===== config.mk =====
export PLATFORM = sky130hd
export DESIGN_NAME = pu_check_arbiter
export DESIGN_NICKNAME = d
export VERILOG_FILES = /design/src/rtl/pu_check_arbiter.sv
export SDC_FILE = /design/constraint.sdc
export NUM_CORES = 1
export LEC_CHECK = 0
export BUFFER_PORTS_ARGS = -buffer_cell sky130_fd_sc_hd__buf_2
export CAP_MARGIN = 20
export CORE_AREA = 2 2 93 95
export CTS_CLUSTER_DIAMETER = 100
export DETAILED_ROUTE_END_ITERATION = 16
export DIE_AREA = 0 0 95 97
export PLACE_DENSITY = 0.7
export SLEW_MARGIN = 40
export SYNTH_ARGS = -nofsm -noshare
export SYNTH_HDL_FRONTEND = slang
export SYNTH_SLANG_ARGS = --single-unit

===== constraint.sdc =====
create_clock -name ACLK -period 1.99 [get_ports ACLK]
set_clock_uncertainty 0.1 [all_clocks]
set_input_delay 0.398 -clock ACLK [delete_from_list [all_inputs] [get_ports ACLK]]
set_output_delay 0.398 -clock ACLK [all_outputs]
set_load 0.005 [all_outputs]

===== src/rtl/pu_check_arbiter.sv =====
// Round-robin arbiter sharing one policy checker between the AXI AR and AW request channels.
// Optional deny counters are compiled in with `define PU_CHECK_DENY_STATS_EN.
module pu_check_arbiter #(
    parameter int ID_WIDTH   = 16,
    parameter int ADDR_WIDTH = 32,
    parameter int STAT_WIDTH = 16
) (
    input  logic                  ACLK,
    input  logic                  ARESETN,

    input  logic                  AR_VALID,
    output logic                  AR_READY,
    input  logic [ID_WIDTH-1:0]   AR_ID,
    input  logic [ADDR_WIDTH-1:0] AR_ADDR,
    input  logic [7:0]            AR_LEN,
    input  logic [2:0]            AR_SIZE,

    input  logic                  AW_VALID,
    output logic                  AW_READY,
    input  logic [ID_WIDTH-1:0]   AW_ID,
    input  logic [ADDR_WIDTH-1:0] AW_ADDR,
    input  logic [7:0]            AW_LEN,
    input  logic [2:0]            AW_SIZE,

    output logic [ID_WIDTH-1:0]   CHK_ID,
    output logic [ADDR_WIDTH-1:0] CHK_ADDR,
    output logic [7:0]            CHK_LEN,
    output logic [2:0]            CHK_SIZE,
    output logic                  CHK_READ_WRITE,
    input  logic                  CHK_GRANTED,

    output logic                  AR_RES_VALID,
    input  logic                  AR_RES_READY,
    output logic                  AR_RES_GRANTED,

    output logic                  AW_RES_VALID,
    input  logic                  AW_RES_READY,
    output logic                  AW_RES_GRANTED,

`ifdef PU_CHECK_DENY_STATS_EN
    output logic [STAT_WIDTH-1:0] DENY_CNT_R,
    output logic [STAT_WIDTH-1:0] DENY_CNT_W,
`endif
    output logic [1:0]            dbg_state
);

    // Handshakes: a transfer happens on a rising ACLK edge where VALID and READY
    // are both 1. VALID may drop before READY without effect; the request READYs
    // are combinational from VALID, the result VALID/GRANTED pair is registered
    // and held stable until its READY completes the transfer.

    typedef enum logic [1:0] {
        S_IDLE  = 2'd0,
        S_CHECK = 2'd1,
        S_RESP  = 2'd2
    } state_t;

    state_t state_q;
    logic   wr_turn_q;
    logic   pick_write;
    logic   accept;
    logic   res_done;

    if (STAT_WIDTH < 1) begin : g_bad_stat_width
        $error("STAT_WIDTH must be at least 1");
    end

    assign dbg_state = state_q;

    // wr_turn_q set means the read was served last, so a tied contest goes to the write.
    assign pick_write = AW_VALID && (!AR_VALID || wr_turn_q);
    assign AR_READY   = ARESETN && (state_q == S_IDLE) && AR_VALID && !pick_write;
    assign AW_READY   = ARESETN && (state_q == S_IDLE) && pick_write;
    assign accept     = AR_READY || AW_READY;
    assign res_done   = (AR_RES_VALID && AR_RES_READY) || (AW_RES_VALID && AW_RES_READY);

    always_ff @(posedge ACLK or negedge ARESETN) begin
        if (!ARESETN) begin
            state_q        <= S_IDLE;
            wr_turn_q      <= 1'b0;
            CHK_ID         <= '0;
            CHK_ADDR       <= '0;
            CHK_LEN        <= '0;
            CHK_SIZE       <= '0;
            CHK_READ_WRITE <= 1'b0;
            AR_RES_VALID   <= 1'b0;
            AR_RES_GRANTED <= 1'b0;
            AW_RES_VALID   <= 1'b0;
            AW_RES_GRANTED <= 1'b0;
        end else begin
            case (state_q)
                S_IDLE: begin
                    if (accept) begin
                        CHK_ID         <= pick_write ? AW_ID   : AR_ID;
                        CHK_ADDR       <= pick_write ? AW_ADDR : AR_ADDR;
                        CHK_LEN        <= pick_write ? AW_LEN  : AR_LEN;
                        CHK_SIZE       <= pick_write ? AW_SIZE : AR_SIZE;
                        CHK_READ_WRITE <= pick_write;
                        wr_turn_q      <= !pick_write;
                        state_q        <= S_CHECK;
                    end
                end
                S_CHECK: begin
                    AR_RES_VALID   <= !CHK_READ_WRITE;
                    AR_RES_GRANTED <= !CHK_READ_WRITE && CHK_GRANTED;
                    AW_RES_VALID   <= CHK_READ_WRITE;
                    AW_RES_GRANTED <= CHK_READ_WRITE && CHK_GRANTED;
                    state_q        <= S_RESP;
                end
                S_RESP: begin
                    if (res_done) begin
                        AR_RES_VALID   <= 1'b0;
                        AR_RES_GRANTED <= 1'b0;
                        AW_RES_VALID   <= 1'b0;
                        AW_RES_GRANTED <= 1'b0;
                        state_q        <= S_IDLE;
                    end
                end
                default: state_q <= S_IDLE;
            endcase
        end
    end

`ifdef PU_CHECK_DENY_STATS_EN
    // Saturating counters; the checker verdict is sampled on the CHECK->RESP edge.
    always_ff @(posedge ACLK or negedge ARESETN) begin
        if (!ARESETN) begin
            DENY_CNT_R <= '0;
            DENY_CNT_W <= '0;
        end else if (state_q == S_CHECK && !CHK_GRANTED) begin
            if (CHK_READ_WRITE) begin
                if (DENY_CNT_W != '1) DENY_CNT_W <= DENY_CNT_W + STAT_WIDTH'(1);
            end else begin
                if (DENY_CNT_R != '1) DENY_CNT_R <= DENY_CNT_R + STAT_WIDTH'(1);
            end
        end
    end
`endif

endmodule


==> out/qor.yml <==
hold-worst-slack_ps: 176
slew_viol_final: 0
dr.pass1.iters: 4
drc_errors: 0
critical_path_required_ps: 1490
ys_ff_latch: 67
postSynthAreaPerCell_um2: 12.7
slowest_stage: "dfrtp_2"
period_needed_ps: 1930
arrival_ps: 1430
vias_per_cell: 5.35
worst-path-max-fanout: 4
drive_gt1_share_pct: 53.2
synth_most_common_cell: "dfrtp_1"
hold_violations: 0
hp-class: "input pin to flip-flop"
worstPathCellList: "nor3b_4 > nor3b_4 > buf_2"
post-route-util_pct: 53.1
total_power_mw: 5.91
sequentialPowerShare_pct: 41.6
cpPeakStageDelay_ps: 440
cts_buffer_depth: 2
maxCapViolCount: 0
met3_usage_pct: 3.43
status: "complete, no violations"
cts_tree: "yes"
p_per_area_nw_per_um2: 1370
rows: 33
ios: 193
grt-ovfl-total: 0
place.gp.congestion: 0.776
clkPwrFrac_pct: 20.1
pwr-share-comb_pct: 38.3
p_switching_mw: 1.95
antenna_cells: 0
clk_latency_ps: 340
grt_antenna_before_repair: 0
yosysSeqAreaShare_pct: 56.5
initial_core_util_pct: 36.5
nets: 554
synthTopCellsByArea: "dfrtp_1 (56%), a221o_1 (14%), and3_1 (8.9%), a2bb2oi_1 (5.0%), o32ai_1 (5.0%)"
fp.dieW_um: 95
synth.top_cells.by_count: "dfrtp_1 (67), a221o_1 (42), and3_1 (42)"
cts.clk_slew.worst_paths_ps: 80
place_ws_ps: 182
first_global_vias: 2893
cts-buffers-inserted: 9
die_area_um2: 9220
regArea_um2: 1680
synthCells: 233
tightestPinTransition_ps: 405
max_slew_margin_pct: 73.0
synth_cell_type_count: 23
async_flop_share_pct: 100
routedWlPerCell_um: 17.3
synth_top_cell_area_share_pct: 56.5
p_int_mw: 3.97
swShare_pct: 32.9
drt-initial-drc-count: 112
cp-end-kind: "output pin"
setup_ws_ps: 62.9
start_kind: "flip-flop"
syn_area_um2: 2970
grt_use_met2_pct: 33.3
syn_nets: 358
vias: 2886
fillCellCount: 748
rsz0062_at_grt: "yes"
use_met1_pct: 24.4
grt_pass1_wl_um: 14200
synth_flop_cell: "dfrtp_1"
root_buffer: "clkbuf_8"
critical_path_class: "flip-flop to output pin"
p_leak_nw: 2.31
wl_um: 9330
period_share_pct: 96.8
yosysWarningCount: 0
synth-edff-count: 0
htree_num_levels: 3
clock_sinks: 67
busiest_layer: "met2"
ant_nets: 0
core_um2: 8130
fmax_mhz: 519
ir_drop_v: 0.000483
synth_area_leader_cell: "dfrtp_1"
crit_top_cell: "nor3b_4"
multi_input_area_um2: 1170
dp_hpwl_um: 6640
dieHeight_um: 97
synthToLayoutAreaGrowth_pct: 45.4
port_buffers: 192
grt_max_degree: 45
setup_viol: 0
grt.total_usage_pct: 19.7
## layout make-up
| cell class | count | area share [%] |
|---|---|---|
| Clock buffer | 11 | 3.51 |
| Clock inverter | 5 | 1.39 |
| Inverter | 2 | 0.174 |
| Multi-Input combinational cell | 140 | 27.1 |
| Sequential cell | 67 | 38.9 |
| Tap cell | 105 | 3.04 |
| Timing Repair Buffer | 209 | 25.9 |
## critical path: cells and delay by family, from the launching register on
kind | cells | cell delay, ps
simple gates | 2 | 500
flops | 1 | 440
buf+inv | 1 | 150
## final timing paths
path	slack, ps	to	start	cells past startpoint
hold reg to reg	400	AW_RES_GRANTED	AW_RES_GRANTED	1
setup / recovery	60	AW_READY	dbg_state[0]	3
min in group asynchronous	540	CHK_ADDR[8]	ARESETN	3
hold / removal	180	CHK_LEN[6]	AW_LEN[6]	2
max in group asynchronous	710	CHK_LEN[4]	ARESETN	4
setup reg to reg	250	CHK_ADDR[16]	dbg_state[0]	7
## per-layer routing
metal | wire, um | vias up
met1 | 3810 | 1402
li1 | - | 1349
met4 | 211 | 0
met3 | 556 | 18
met5 | 0 | -
met2 | 4750 | 117
## cells by family after synthesis
| logic type | after synthesis | synth area share, % |
|---|---|---|
| buffers and inverters | 26 | 4.43 |
| AO/OA/AOI/OAI | 88 | 27.4 |
| flip-flops | 67 | 56.5 |
| AND/OR/NAND/NOR | 52 | 11.6 |
## power by group through the flow
stage / Combinational [mW] / Sequential [mW] / Clock [mW]
detailed placement: 2.26 / 2.45 / 0
global placement: 2.19 / 2.46 / 0
global route: 2.46 / 2.53 / 1.27
floorplan: 1.08 / 2.49 / 0
CTS: 2.27 / 2.45 / 1.22
finish: 2.26 / 2.46 / 1.19
## per-stage QoR
step	std cells	area [um2]	setup TNS, ps
floorplan	233	2970	0
global placement	517	4040	0
detailed placement	518	4060	0
CTS	537	4300	0
global route	539	4320	-54.4
finish	539	4320	0
## state kept, by name, summed over array words and instances, names as in the netlist
register and count:
AR_RES_GRANTED 1, AR_RES_VALID 1, AW_RES_GRANTED 1, AW_RES_VALID 1, CHK_ADDR 32, CHK_ID 16
CHK_LEN 8, CHK_READ_WRITE 1, CHK_SIZE 3, dbg_state 2, wr_turn_q 1
## repair_timing
| item | in CTS | in global routing |
|---|---|---|
| setup buffers | 2 | 2 |
| pin swaps | 1 | 1 |
| gates resized for setup | 0 | 2 |
| hold endpoints to repair | 6 | 0 |
| endpoints found under the setup margin | 2 | 1 |
| hold buffers | 1 | 0 |
## cells in the final DEF (no fill, tap or decap), types with 2 or more instances in the layout
| cell type | n |
|---|---|
| clkinv_1 | 2 |
| dfrtp_1 | 65 |
| buf_4 | 14 |
| a2bb2oi_1 | 17 |
| buf_12 | 2 |
| clkbuf_8 | 11 |
| o32ai_1 | 17 |
| buf_2 | 192 |
| nor2b_1 | 3 |
| nand2_1 | 2 |
| a21o_1 | 2 |
| and3_1 | 42 |
| dfrtp_2 | 2 |
| nor3b_4 | 2 |
| nand2b_1 | 2 |
| o2bb2ai_1 | 2 |
| a22o_1 | 2 |
| a221o_1 | 42 |
(Power assumes the default switching activity.)
